**src/rtl/ultra_wide_bus_serializer.sv**
```systemverilog
// Captures one wide frame over valid/ready and streams it out as narrow beats
// with beat index and last flag; counts completed frames modulo 2^16.
module ultra_wide_bus_serializer #(
   parameter  int BUS_W     = 1024,
   parameter  int BEAT_W    = 32,
   parameter  int MSB_FIRST = 0,
   localparam int NUM_BEATS = BUS_W / BEAT_W,
   localparam int IDX_W     = $clog2(NUM_BEATS)
) (
   input  logic              main_clk_100mhz,
   input  logic              reset,
   input  logic [BUS_W-1:0]  in_bus,
   input  logic              in_valid,
   output logic              in_ready,
   output logic [BEAT_W-1:0] out_beat,
   output logic              out_valid,
   input  logic              out_ready,
   output logic              out_last,
   output logic [IDX_W-1:0]  out_index,
   output logic              busy,
   output logic [15:0]       frame_count
);

   localparam logic [0:0] ST_IDLE = 1'b0;
   localparam logic [0:0] ST_SEND = 1'b1;

   logic [0:0]        state_q, state_d;
   logic [BUS_W-1:0]  frame_q, frame_d;
   logic [IDX_W-1:0]  index_q, index_d;
   logic [15:0]       count_q, count_d;
   logic              send_s, last_s, hs_s, accept_s;
   logic [BEAT_W-1:0] beat_s;

   assign send_s   = (state_q == ST_SEND);
   assign last_s   = (index_q == IDX_W'(NUM_BEATS - 1));
   assign hs_s     = send_s & out_ready;
   // The out_ready -> in_ready path lets a new frame be taken on the last beat.
   assign in_ready = ~reset & (~send_s | (hs_s & last_s));
   assign accept_s = in_valid & in_ready;

   // Next-state, frame capture, beat index and frame counter
   always_comb begin
      state_d = state_q;
      frame_d = frame_q;
      index_d = index_q;
      count_d = count_q;
      case (state_q)
         ST_IDLE: begin
            if (accept_s) begin
               frame_d = in_bus;
               index_d = {IDX_W{1'b0}};
               state_d = ST_SEND;
            end else begin
               state_d = ST_IDLE;
            end
         end
         ST_SEND: begin
            if (hs_s && last_s) begin
               count_d = count_q + 16'd1;
               index_d = {IDX_W{1'b0}};
               if (accept_s) begin
                  frame_d = in_bus;
                  state_d = ST_SEND;
               end else begin
                  state_d = ST_IDLE;
               end
            end else if (hs_s) begin
               index_d = index_q + IDX_W'(1);
            end else begin
               index_d = index_q;
            end
         end
         default: begin
            state_d = ST_IDLE;
            index_d = {IDX_W{1'b0}};
         end
      endcase
   end

   // Beat selection from the held frame; zero whenever no beat is offered
   always_comb begin
      beat_s = {BEAT_W{1'b0}};
      if (!send_s) begin
         beat_s = {BEAT_W{1'b0}};
      end else if (MSB_FIRST != 0) begin
         beat_s = frame_q[(NUM_BEATS - 1 - int'(index_q)) * BEAT_W +: BEAT_W];
      end else begin
         beat_s = frame_q[int'(index_q) * BEAT_W +: BEAT_W];
      end
   end

   // State registers with synchronous reset
   always_ff @(posedge main_clk_100mhz) begin
      if (reset) begin
         state_q <= ST_IDLE;
         frame_q <= {BUS_W{1'b0}};
         index_q <= {IDX_W{1'b0}};
         count_q <= 16'd0;
      end else begin
         state_q <= state_d;
         frame_q <= frame_d;
         index_q <= index_d;
         count_q <= count_d;
      end
   end

   assign out_valid   = send_s;
   assign busy        = send_s;
   assign out_last    = send_s & last_s;
   assign out_index   = index_q;
   assign out_beat    = beat_s;
   assign frame_count = count_q;

endmodule

```
**config.mk**
```make
export PLATFORM = sky130hd
export DESIGN_NAME = ultra_wide_bus_serializer
export DESIGN_NICKNAME = d
export VERILOG_FILES = /design/src/rtl/ultra_wide_bus_serializer.sv
export SDC_FILE = /design/constraint.sdc
export NUM_CORES = 2
export LEC_CHECK = 0
export BUFFER_PORTS_ARGS = -buffer_cell sky130_fd_sc_hd__buf_2
export CELL_PAD_IN_SITES_DETAIL_PLACEMENT = 1
export CELL_PAD_IN_SITES_GLOBAL_PLACEMENT = 1
export CORE_AREA = 2 2 424 426
export DETAILED_ROUTE_END_ITERATION = 8
export DIE_AREA = 0 0 426 428
export PLACE_DENSITY_LB_ADDON = 0.1
export RECOVER_POWER = 100
export SYNTH_ARGS = -nofsm -noshare
export SYNTH_HDL_FRONTEND = slang
export SYNTH_SLANG_ARGS = --single-unit
```
**constraint.sdc**
```tcl
create_clock -name main_clk_100mhz -period 4.2 [get_ports main_clk_100mhz]
set_clock_uncertainty 0.05 [all_clocks]
set_input_delay 0.63 -clock main_clk_100mhz [delete_from_list [all_inputs] [get_ports main_clk_100mhz]]
set_output_delay 0.63 -clock main_clk_100mhz [all_outputs]
set_load 0.1 [all_outputs]
```
; Word-level counts from Yosys, hierarchy flattened
; Index checks and enable logic that the tools add are counted.
[word_totals]
output_inout_bits = 57
ff_bits = 1046
elab_cells = 33
[op_classes]
n_bitwise = 8
shift = 1
n_reduce_logical = 3
muxes = 11
add_sub_neg = 2
n_eq_ne = 4
[op_table]
columns = op, n
row1 = two-way mux 1024 bit, 2
row2 = case mux 1024 bit (2 select lines), 1
row3 = variable part select 1024 x 11 -> 32 bit, 1
row4 = two-way mux 32 bit, 1
row5 = "adder 16 x 1 -> 16 bit, second input constant", 1
row6 = two-way mux 5 bit, 3
row7 = case mux 5 bit (2 select lines), 1
row8 = "adder 5 x 1 -> 5 bit, second input constant", 1
row9 = bitwise AND 1 bit, 5
row10 = "== test 5 bit, second input constant", 1
row11 = AND reduction 2 bit, 2
row12 = "inequality test 3 x 1 -> 1 bit, second input constant", 1
row13 = two-way mux 1 bit, 2
row14 = "inequality test 2 x 1 -> 1 bit, second input constant", 1
row15 = "inequality test 2 bit, second input constant", 1
row16 = inverter 1 bit, 2
row17 = case mux 1 bit (2 select lines), 1
row18 = logical AND 1 bit, 1
row19 = bitwise OR 1 bit, 1

; Depth between registers and ports, before layout
[logic_depth]
depth_word = 8
mapped_depth = 13
depth_no_buf = 7

; Least setup slack after synthesis
; Ideal clock, no wire load.
[synth_path]
kind = register to output
from = reg index_q[0], in the netlist out_index[0]
to = out out_beat[30]
t_required_ns = 3.520
arrival_ns = 4.294
path_stages_with_launch = 9
n_path_buf = 4
setup_slack_ns = -0.774
path_cell_list = dfxtp_1 > buf_4 > buf_6 > and4b_1 > clkbuf_1 > clkbuf_1 > a221oi_1 > o21ai_0 > nor3_1
[synth_between]
elab_chain_cells = 2
[synth_rtl]
columns = element, line
row1 = from (decl), 29  ; logic [IDX_W-1:0] index_q, index_d;
row2 = from (signal assigned), 97  ; index_q <= {IDX_W{1'b0}};
row3 = from (signal assigned), 102  ; index_q <= index_d;
row4 = variable part select 1024 x 11 -> 32 bit, 88  ; beat_s = frame_q[int'(index_q) * BEAT_W +: BEAT_W];
row5 = two-way mux 32 bit, 83  ; if (!send_s) begin
row6 = to (decl), 15  ; output logic [BEAT_W-1:0] out_beat,
; No other way between the ends.

; Final worst setup path
[layout_path]
from = reg index_q[0], in the netlist out_index[0]
to = out out_beat[0]
; Same word-level chain as after synthesis.

==> metrics <==
Std-Cell Rows 155; worst skew pair latency 0.76 ns; Synth top area share 44.8%; reg-to-reg endpoint frame_q[546]; Die Width 426 µm; fin worst setup slack 0.116 ns; Yosys cell types 51; DR vias 43200; fill cell count 20800; Worst Hold Class input port to flop; placed inst area 54600 µm²; H-tree levels 4; WHS Endpoint frame_q[480]; syn nets 6314; CTS sink cnt 1046; status complete, no violations; post-synthesis cell count 5283; Worst Reg2Reg Path Length in Cells 11; maximum vdd drop 0.266 mV; FF/Latch Area 21000 µm²; Clock Tree Root clkbuf_16; per-cell routed wire length 25.4 µm; Area Growth Syn to Fin 37.0%; Setup Crit Path Kind flop to primary output; GP Congestion 0.865; drt total wl 231 mm; Yosys top cell by area dfxtp_1; die area 182000 µm²; antenna violations before repair 45; Multi-input gate area 24000 µm²; MaxCap Viol Count 0; Pwr per Cell Area 405 nW/µm²; mapped cell area 46700 µm²; placed cell count 8368; Final setup viols 0; fin crit period 4.08 ns; Syn Area/Cell 8.84 µm²; worst hold stages 3; min-delay src in_bus[480]; IO Port Bufs 1084; worst-path maximum fanout 34; register area share after synthesis 44.8%; core area 178000 µm²; Tot Pwr 25.9 mW; Iteration-0 DRC Markers 3103; crit path DAT 3.40 ns; setup TNS 0 ns; Detail Route Antenna Nets 0; Residual DRC 0; CP Launch Type flop; GRT overflow 0; I/O pin total 1085; initial core utilization 26.3%; vias in the first global route 44900; Reg clk slew, reported paths 0.06 ns; DR pass1 iterations 5; clock tree from TritonCTS yes; Seq cells post-synth 1046; clock buffer count from CTS 134; share of cells above drive strength 1 24.5%; WP data required 3.52 ns; pre-CTS setup slack -0.0363 ns; Vias/cell 4.74; R2R Path Start out_index[0]; first-pass GRT wire length 322 mm; Die Y 428 µm; fin crit share 97.2%; fin nets 7663; maximum clock frequency 245 MHz; Setup crit end kind primary output; Leak Pwr 23.7 nW; Ys Warns 0; final hold vios 0; Util after Layout 36.0%; Final Max Tran Viols 0; Post-Layout Cell Count 9100; Post-synth EDFFs 0; GRT Util Overall 24.5%; Slew headroom 2.61%; ranking of synthesized cells by area dfxtp_1, nand2b_1, o21ai_1; measured slew at the worst slew-check pin 1.47 ns; r2r setup slk 0.25 ns; Max Buffers Root-to-Sink 3; Most used DFF post-synth dfxtp_1; Async SR Flop Fraction 0%; WHS 0.0484 ns; RSZ-0062 raised after global routing false; final instance area 64000 µm²; post-DP HPWL 174 mm; largest net degree at the start of global routing 278
logic make-up (layout without fill, tap and decap cells):
| logic type | count (synthesis) | after routing | synth area share [%] |
|---|---|---|---|
| simple gates | 2183 | 2183 | 23.6 |
| compound gates | 1204 | 1204 | 13.7 |
| flops | 1046 | 1046 | 44.8 |
| buf+inv | 456 | 1901 | 4.99 |
| mux | 382 | 382 | 12.6 |
| xor+xnor | 9 | 9 | 0.169 |
| fa+ha+maj | 3 | 3 | 0.0804 |
| other cells | 0 | 17 | 0 |
flip-flops by register name (all words and copies together), names as in the netlist:
register     cells
out_index        5
frame_q       1024
busy             1
frame_count     16
worst max path at each step:
stage	slack (ns)	to	cells past startpoint	startpoint
5_1_grt	0.001	out_beat[18]	7	out_index[1]
4_1_cts	-0.0007	out_beat[19]	7	out_index[0]
3_5_place_dp	-0.04	out_beat[11]	6	out_index[0]
2_1_floorplan	0.07	out_beat[30]	8	out_index[0]
3_3_place_gp	-0.05	out_beat[11]	6	out_index[0]
6_report	0.12	out_beat[0]	7	out_index[0]
critical path: stages (launching register included):
cell     delay (ns)
dfxtp_4        0.55
buf_16         0.31
nor4b_4        0.10
buf_4          0.28
a22oi_1        0.57
nand3_1        0.22
nor3_2         0.22
buf_4          0.37
where the power goes:
| group | internal [mW] | switching [mW] | total [mW] |
|---|---|---|---|
| Combinational | 1.49 | 1.78 | 3.26 |
| Clock | 6.86 | 4.74 | 11.6 |
| Sequential | 10.6 | 0.442 | 11.1 |
cell usage in the layout (no fill, tap or decap), types with 6 or more instances in the layout:
master / Yosys / final
a21oi_1: 10 / 10
a221oi_1: 32 / 29
a22oi_1: 62 / 46
a22oi_2: 0 / 16
buf_12: 0 / 46
buf_2: 58 / 1027
buf_4: 120 / 59
buf_6: 6 / 9
clkbuf_1: 220 / 58
clkbuf_16: 0 / 140
clkbuf_2: 41 / 8
clkbuf_8: 0 / 26
clkinv_2: 0 / 20
dfxtp_1: 1046 / 1042
diode_2: 0 / 17
dlygate4sd3_1: 0 / 476
mux2_2: 31 / 29
mux2i_1: 189 / 189
mux4_2: 162 / 162
nand2_1: 1032 / 1032
nand2b_1: 1024 / 1024
nand3_1: 36 / 15
nand3_2: 0 / 19
nor2_1: 18 / 17
nor3_2: 0 / 20
nor3_4: 0 / 10
o21ai_0: 198 / 997
o21ai_1: 829 / 30
o22ai_1: 62 / 54
o22ai_2: 0 / 8
or4_1: 6 / 6
cell usage after synthesis, drive strengths merged, types with 2 or more instances:
| library cell | instances |
|---|---|
| dfxtp | 1046 |
| nand2 | 1032 |
| o21ai | 1027 |
| nand2b | 1024 |
| clkbuf | 261 |
| buf | 191 |
| mux2i | 189 |
| mux4 | 162 |
| a22oi | 62 |
| o22ai | 62 |
| nand3 | 36 |
| nor3 | 35 |
| a221oi | 32 |
| mux2 | 31 |
| nor2 | 18 |
| a21oi | 10 |
| or4 | 6 |
| nand4 | 5 |
| o31ai | 5 |
| xor2 | 5 |
| inv | 4 |
| xnor2 | 4 |
| a21boi | 3 |
| and4 | 3 |
| ha | 3 |
| nor4b | 3 |
| or2 | 3 |
| and3 | 2 |
| and4b | 2 |
| nand3b | 2 |
| nor4 | 2 |
| or3 | 2 |
final cells by class:
class / count / share of cell area, %
inverters: 4 / 0.0235
clock buffers: 196 / 6.21
repair buffers: 1665 / 18.3
multi-input cells: 3781 / 37.4
flip-flops and latches: 1046 / 32.7
diodes: 17 / 0.0665
well taps: 2355 / 4.61
clock inverters: 36 / 0.589
layer usage:
metal / track usage [%] / vias up / part of all wire [%]
li1: - / 20600 / -
met1: 30.2 / 21200 / 42
met2: 42.0 / 1057 / 49
met3: 3.13 / 368 / 3.4
met4: 11.6 / 4 / 5.1
met5: 0 / - / 0.012
timing repair:
action,in CTS,in global routing
endpoints found under the setup margin,32,6
pin swaps,6,0
cloned,1,0
gates resized for setup,68,7
hold buffers,476,0
setup buffers,6,0
hold endpoints to repair,476,0
Power figures use the tool's default switching activity.
